==> config.mk <==
export PLATFORM = sky130hd
export DESIGN_NAME = usb_rx_pkt_fifo
export DESIGN_NICKNAME = d
export VERILOG_FILES = /design/src/rtl/usb_pkg.sv /design/src/rtl/usb_len_fifo.sv /design/src/rtl/usb_rx_pkt_fifo.sv
export SDC_FILE = /design/constraint.sdc
export NUM_CORES = 1
export LEC_CHECK = 0
export ABC_AREA = 1
export CAP_MARGIN = 10
export CORE_UTILIZATION = 67
export DETAILED_ROUTE_END_ITERATION = 8
export PLACE_DENSITY_LB_ADDON = 0.12
export SLEW_MARGIN = 25
export SYNTH_ARGS = -nofsm -noshare
export SYNTH_HDL_FRONTEND = slang
export SYNTH_SLANG_ARGS = --single-unit
==> constraint.sdc <==
create_clock -name clk -period 10.2 [get_ports clk]
set_clock_uncertainty 0.2 [all_clocks]
set_input_delay 2.04 -clock clk [delete_from_list [all_inputs] [get_ports clk]]
set_output_delay 2.04 -clock clk [all_outputs]
set_load 0.01 [all_outputs]
==> src/rtl/usb_pkg.sv <==
// usb_pkg: types shared by the USB receive packet buffer.
//   BYTE_W / byte_t  : one received data byte.
//   wr_state_e       : write-side packet FSM states.
//   len_w()/len_t    : width of a packet length, derived from the maximum packet size.
package usb_pkg;

  localparam int BYTE_W      = 8;
  localparam int MAX_PKT_DEF = 64;

  typedef logic [BYTE_W-1:0] byte_t;

  typedef enum logic [1:0] {
    IDLE = 2'd0,
    RECV = 2'd1,
    END  = 2'd2
  } wr_state_e;

  // Enough bits to hold 0..max_pkt inclusive.
  function automatic int len_w(input int max_pkt);
    return $clog2(max_pkt + 1);
  endfunction

  typedef logic [len_w(MAX_PKT_DEF)-1:0] len_t;

endpackage

==> src/rtl/usb_len_fifo.sv <==
// usb_len_fifo: small synchronous FIFO of packet lengths.
//   clk, rst   : clock, async active-high reset
//   clr_i      : synchronous clear, wins over push/pop
//   push_i     : write din_i (ignored when full)
//   pop_i      : drop head entry (ignored when empty)
//   dout_o     : head entry (combinational)
//   full_o, empty_o, count_o : occupancy status
module usb_len_fifo
  import usb_pkg::*;
#(
  parameter int W     = $bits(len_t),
  parameter int DEPTH = 4
) (
  input  logic                   clk,
  input  logic                   rst,
  input  logic                   clr_i,
  input  logic                   push_i,
  input  logic [W-1:0]           din_i,
  input  logic                   pop_i,
  output logic [W-1:0]           dout_o,
  output logic                   full_o,
  output logic                   empty_o,
  output logic [$clog2(DEPTH):0] count_o
);

  localparam int AW = $clog2(DEPTH);

  logic [AW:0]  r_wp, r_rp;
  logic [W-1:0] r_mem [DEPTH];
  logic         w_push, w_pop;

  assign count_o = r_wp - r_rp;
  assign full_o  = (count_o == (AW+1)'(DEPTH));
  assign empty_o = (r_wp == r_rp);
  assign dout_o  = r_mem[r_rp[AW-1:0]];
  assign w_push  = push_i && !full_o;
  assign w_pop   = pop_i && !empty_o;

  always_ff @(posedge clk or posedge rst) begin
    if (rst) begin
      r_wp <= '0;
      r_rp <= '0;
    end else if (clr_i) begin
      r_wp <= '0;
      r_rp <= '0;
    end else begin
      if (w_push) r_wp <= r_wp + 1'b1;
      if (w_pop)  r_rp <= r_rp + 1'b1;
    end
  end

  always_ff @(posedge clk) begin
    if (w_push && !clr_i) r_mem[r_wp[AW-1:0]] <= din_i;
  end

endmodule

==> src/rtl/usb_rx_pkt_fifo.sv <==
// usb_rx_pkt_fifo: speculative receive buffer between usb_fsm and the report consumer.
// Bytes of the packet being received are written ahead of the commit pointer and
// only become readable once the packet ends good; bad/aborted packets are rewound.
//   clk, rst      : clock, async active-high reset
//   wr_valid_i    : byte strobe, wr_data_i the byte, wr_last_i marks the final byte
//   wr_drop_i     : abort the packet in progress
//   flush_i       : discard everything (link disconnect); drop count kept
//   rd_valid_o/rd_ready_i/rd_data_o/rd_last_o : committed byte stream
//   pkt_count_o   : committed packets not yet fully read
//   drop_cnt_o    : saturating dropped-packet count
//   overflow_o    : pulse when a packet is dropped for space/length
// Optional: define USB_RX_CRC_STRIP_EN to strip the trailing CRC16 before commit.
module usb_rx_pkt_fifo
  import usb_pkg::*;
#(
  parameter int DEPTH     = 64,
  parameter int PKT_DEPTH = 4,
  parameter int MAX_PKT   = 64
) (
  input  logic                         clk,
  input  logic                         rst,
  input  logic                         wr_valid_i,
  input  byte_t                        wr_data_i,
  input  logic                         wr_last_i,
  input  logic                         wr_drop_i,
  input  logic                         flush_i,
  input  logic                         rd_ready_i,
  output logic                         rd_valid_o,
  output byte_t                        rd_data_o,
  output logic                         rd_last_o,
  output logic [$clog2(PKT_DEPTH):0]   pkt_count_o,
  output logic [7:0]                   drop_cnt_o,
  output logic                         overflow_o
);

  localparam int AW = $clog2(DEPTH);
  localparam int PW = AW + 1;
  localparam int LW = len_w(MAX_PKT);

  wr_state_e      r_state;
  logic [PW-1:0]  r_wr_ptr, r_cm_ptr, r_rd_ptr;
  logic [LW-1:0]  r_len, r_rd_cnt;
  logic           r_bad, r_ovf;
  logic [7:0]     r_drop_cnt;
  byte_t          r_mem [DEPTH];

  logic           w_lf_full, w_lf_empty;
  logic [LW-1:0]  w_head_len;
  logic           w_rd_fire, w_pop;
  logic           w_commit, w_end_drop, w_inc_drop;
  logic [LW-1:0]  w_cm_len, w_len_cur;
  logic [PW-1:0]  w_cm_ptr, w_base;
  logic           w_start, w_full, w_store;

  // ---------------- read side ----------------
  assign rd_valid_o = (r_rd_ptr != r_cm_ptr);
  assign rd_data_o  = rd_valid_o ? r_mem[r_rd_ptr[AW-1:0]] : '0;
  assign rd_last_o  = rd_valid_o && (r_rd_cnt == w_head_len - LW'(1));
  assign w_rd_fire  = rd_valid_o && rd_ready_i;
  assign w_pop      = w_rd_fire && rd_last_o && !flush_i;

  // ---------------- END-cycle decision ----------------
  always_comb begin
    w_commit   = 1'b0;
    w_end_drop = 1'b0;
    w_cm_len   = r_len;
    w_cm_ptr   = r_wr_ptr;
`ifdef USB_RX_CRC_STRIP_EN
    w_cm_len   = r_len - LW'(2);
    w_cm_ptr   = r_wr_ptr - PW'(2);
`endif
    if (r_state == END && !wr_drop_i && !flush_i) begin
      if (r_bad)
        w_end_drop = 1'b1;
`ifdef USB_RX_CRC_STRIP_EN
      else if (r_len <= LW'(2))
        w_end_drop = 1'b0;   // CRC-only packet: vanish silently
`endif
      else if (w_lf_full)
        w_end_drop = 1'b1;
      else
        w_commit = 1'b1;
    end
  end

  assign w_inc_drop = !flush_i && (wr_drop_i || w_end_drop);

  // In END the next packet's first byte lands wherever the current packet
  // leaves the write pointer (after commit or rewind), so resolve that first.
  always_comb begin
    w_base = r_wr_ptr;
    if (r_state == END) w_base = w_commit ? w_cm_ptr : r_cm_ptr;
  end

  assign w_start   = wr_valid_i && (r_state != RECV);
  assign w_len_cur = w_start ? '0 : r_len;
  assign w_full    = ((w_base - r_rd_ptr) == PW'(DEPTH));
  assign w_store   = wr_valid_i && !w_full && (w_len_cur != LW'(MAX_PKT));

  always_ff @(posedge clk or posedge rst) begin
    if (rst) begin
      r_state    <= IDLE;
      r_wr_ptr   <= '0;
      r_cm_ptr   <= '0;
      r_rd_ptr   <= '0;
      r_len      <= '0;
      r_bad      <= 1'b0;
      r_rd_cnt   <= '0;
      r_ovf      <= 1'b0;
      r_drop_cnt <= '0;
    end else begin
      r_ovf <= 1'b0;
      if (flush_i) begin
        r_state  <= IDLE;
        r_wr_ptr <= '0;
        r_cm_ptr <= '0;
        r_rd_ptr <= '0;
        r_len    <= '0;
        r_bad    <= 1'b0;
        r_rd_cnt <= '0;
      end else begin
        if (w_rd_fire) begin
          r_rd_ptr <= r_rd_ptr + 1'b1;
          r_rd_cnt <= rd_last_o ? '0 : r_rd_cnt + 1'b1;
        end
        if (w_commit) r_cm_ptr <= w_cm_ptr;
        if (w_inc_drop && r_drop_cnt != 8'hFF) r_drop_cnt <= r_drop_cnt + 1'b1;
        if (wr_drop_i) begin
          r_wr_ptr <= r_cm_ptr;
          r_state  <= IDLE;
        end else begin
          if (w_end_drop) r_ovf <= 1'b1;
          r_wr_ptr <= w_base + PW'(w_store);
          if (wr_valid_i) begin
            r_state <= wr_last_i ? END : RECV;
            r_len   <= w_len_cur + LW'(w_store);
            r_bad   <= (w_start ? 1'b0 : r_bad) | !w_store;
          end else if (r_state == END) begin
            r_state <= IDLE;
          end
        end
      end
    end
  end

  always_ff @(posedge clk) begin
    if (w_store && !wr_drop_i && !flush_i) r_mem[w_base[AW-1:0]] <= wr_data_i;
  end

  usb_len_fifo #(.W(LW), .DEPTH(PKT_DEPTH)) u_len_fifo (
    .clk     (clk),
    .rst     (rst),
    .clr_i   (flush_i),
    .push_i  (w_commit),
    .din_i   (w_cm_len),
    .pop_i   (w_pop),
    .dout_o  (w_head_len),
    .full_o  (w_lf_full),
    .empty_o (w_lf_empty),
    .count_o (pkt_count_o)
  );

  assign drop_cnt_o = r_drop_cnt;
  assign overflow_o = r_ovf;

  // Length FIFO emptiness tracks rd_valid_o; kept only for debug visibility.
  logic w_unused;
  assign w_unused = w_lf_empty;

endmodule
==> reports/metrics.yaml <==
yosys:
  syn-num-nets: 2121
  yosysSeqAreaShare_pct: 70.4
  yosysWarnings: 0
  syn_area_sq_um: 24900
  syn_avg_cell_area_sq_um: 11.9
  synthCells: 2085
  ys_types: 50
  ys_ff_latch: 593
  synth_edf_count: 540
  synth_top_cell_area_share_pct: 65.1
  synth.area.top_cells: "edfxtp_1 (65%), nor2_1 (5.8%), o21ai_0 (5.8%), dfrtp_1 (5.3%), nand2_1 (3.0%)"
  synthFlopType: "edfxtp_1"
  synth_area_leader_cell: "edfxtp_1"
  synthArstFlopShare_pct: 8.94
placed_design:
  dpl.hpwl_mm: 38.4
  place.gp.congestion: 0.956
  io_buffer_count: 36
final_layout:
  final_common_cell: "edfxtp_1"
  layout_common_cells: "edfxtp_1 (540), nor2_1 (387), o21ai_0 (287), nand2_1 (199), nand3_1 (114)"
  seqCellArea_sq_um: 17500
  fin_nets: 2111
  syn_to_final_growth_pct: 10.1
  multi_input_area_sq_um: 6550
  layout-drive-gt1-share_pct: 7.41
  antenna_cells: 0
  nFillCells: 2314
clock_tree:
  cts.sinks: 593
  max-clock-path-buffers: 3
  cts_buffers: 56
  clk_pin_slew_worst_paths_ns: 0.06
  cts_setup_buffers: 0
  htree_num_levels: 2
  cts_root_buf: "clkbuf_16"
  cts-hold-fix-buffers: 0
  clk_latency_ns: 0.60
  cts_repair_resize_count: 0
  cts_tree: "built"
routing:
  postRouteAntennaNets: 0
  drt-wirelength-per-cell_microns: 25.2
  drt-total-wl_mm: 65.2
  firstDrtPassIters: 6
  vias: 17300
  viasPerCell: 6.68
  drtIter0Drc: 2633
  drc: 0
power:
  p_total_mw: 5.24
  ir_drop_mv: 0.171
  pwr_density_cell_nw_per_um2: 191
  leakagePower_nw: 9.40
timing:
  rsz0062_at_grt: "no"
  hold_viol_final: 0
  min_period_ns: 7.34
  max_slew_margin_pct: 28.8
  tns_ns: 0
  tightest_slew_ns: 1.06
  finalMaxSlewViolations: 0
  period_share_pct: 72.0
  fmax_mhz: 136
  setup_violations: 0
setup_path:
  crit_type: "flip-flop to primary output"
  cp_top_family: "buffers and inverters"
  critPathArrivalTime_ns: 5.10
  start_kind: "flip-flop"
  endpoint_kind: "primary output"
  crit_path_max_fanout: 107
  path_buf_inv: 3
  cp_slowest_cell: "buf_4"
  cp_cell_sequence: "buf_4 -> buf_4 -> o21ai_0 -> o22ai_1 -> a21oi_1 -> nand3_1 -> nand3_1 -> a21oi_1 -> clkdlybuf4s50_1"
  crit_path_max_incr_delay_ns: 0.86
  reg2reg_slack_ns: 4.29
  required_ns: 7.96
global_route:
  grt_pass1_vias: 16800
  grt_max_degree: 116
  grt_antenna_before_repair: 0
  grt_usage_pct: 34.9
  grt_first_pass_wirelength_mm: 98.3
  grt_overflow_total: 0
die:
  rows: 70
  io_pins: 37
  die_w_microns: 195
  initial_utilization_pct: 68.0
  die_area_sq_um: 38000
  coreArea_sq_um: 36600
  die_h_microns: 195
status:
  status: "finished clean"
worst_hold_path:
  hold_class: "flip-flop to flip-flop"
run:
  cap_viol_max_count: 0
## report_power, final
group          switching, mW  internal (mW)
clock                  0.895           1.32
sequential            0.0232           2.67
combinational          0.236         0.0911
## synthesized netlist by cell type, types with 2 or more instances
library cell	instances
buf_4	2
nand2_1	199
buf_6	3
a21oi_1	29
edfxtp_1	540
ha_1	20
dfrtp_1	53
nand3_4	5
nor3_1	10
nand2_4	2
o21ai_1	2
nor2_2	4
o221ai_1	50
o21a_1	2
o21ai_4	2
nand2_2	6
clkinv_1	2
nand4_1	17
nand3_2	4
nand3_1	114
nand3b_1	2
o21ai_0	287
xor2_1	18
nor2_1	388
clkbuf_1	92
buf_1	2
inv_2	10
buf_2	16
nor2_4	2
a31oi_1	9
a22o_1	2
or2_2	2
inv_1	76
xnor2_1	7
o22ai_1	78
o211ai_1	8
o21ai_2	7
## logic make-up (layout without fill, tap and decap cells)
logic type | after synthesis | count (layout) | share of synthesized area (%)
and+or+nand+nor | 758 | 758 | 12.9
DFF | 593 | 593 | 70.4
AOI/OAI and AO/OA | 482 | 482 | 11.3
buffers and inverters | 204 | 239 | 3.30
xor gates and xnor gates | 25 | 25 | 0.879
adders and majority gates | 21 | 21 | 1.08
muxes | 2 | 2 | 0.0854
## flip-flops by register name (all words and copies together), names as in the netlist
| signal | cells |
|---|---|
| r_len | 7 |
| r_wr_ptr | 7 |
| drop_cnt_o | 8 |
| r_bad | 1 |
| r_cm_ptr | 7 |
| overflow_o | 1 |
| r_rd_cnt | 7 |
| u_len_fifo.r_wp | 3 |
| r_state | 2 |
| r_mem | 512 |
| u_len_fifo.r_mem | 28 |
| u_len_fifo.r_rp | 3 |
| r_rd_ptr | 7 |
## cell type report
type	instances	area share, %
Sequential cell	593	64.0
Multi-Input combinational cell	1288	23.9
Clock buffer	69	5.48
Tap cell	468	2.14
Clock inverter	34	1.68
Timing Repair Buffer	47	1.54
Inverter	89	1.26
## metal layers
metal	up-vias	GRT usage, %	share of wire (%)
met5	-	0	0
met4	0	15.9	4.4
met3	206	6.59	11
met2	1167	54.2	46
met1	8369	48.6	38
li1	7546	-	-
## stage by stage
step           setup WS [ns]  util [%]  hold slack [ns]  instances  area (sq um)
6_report                2.86      74.9            0.308       2588         27400
5_1_grt                 2.53      74.9            0.324       2588         27400
4_1_cts                 2.99      74.9            0.317       2588         27400
3_5_place_dp            2.41      69.5            0.304       2485         25500
3_3_place_gp            2.60      69.5            0.303       2485         25500
2_1_floorplan           4.51         -            0.276       2085         24900
## final timing paths
check / depth (start not counted) / to / start
setup reg to reg: 22 / r_mem[26][4]$_DFFE_PP_ / u_len_fifo.r_rp[0]$_DFFE_PP0P_
max in group asynchronous: 3 / r_rd_ptr[1]$_DFFE_PP0P_ / rst
min in group asynchronous: 3 / drop_cnt_o[7]$_DFFE_PP0P_ / rst
hold reg to reg: 1 / drop_cnt_o[7]$_DFFE_PP0P_ / drop_cnt_o[7]$_DFFE_PP0P_
hold / removal: 1 / drop_cnt_o[7]$_DFFE_PP0P_ / drop_cnt_o[7]$_DFFE_PP0P_
setup / recovery: 9 / rd_data_o[1] / r_rd_ptr[0]$_DFFE_PP0P_
No activity file was read; power rests on OpenSTA's default activity.
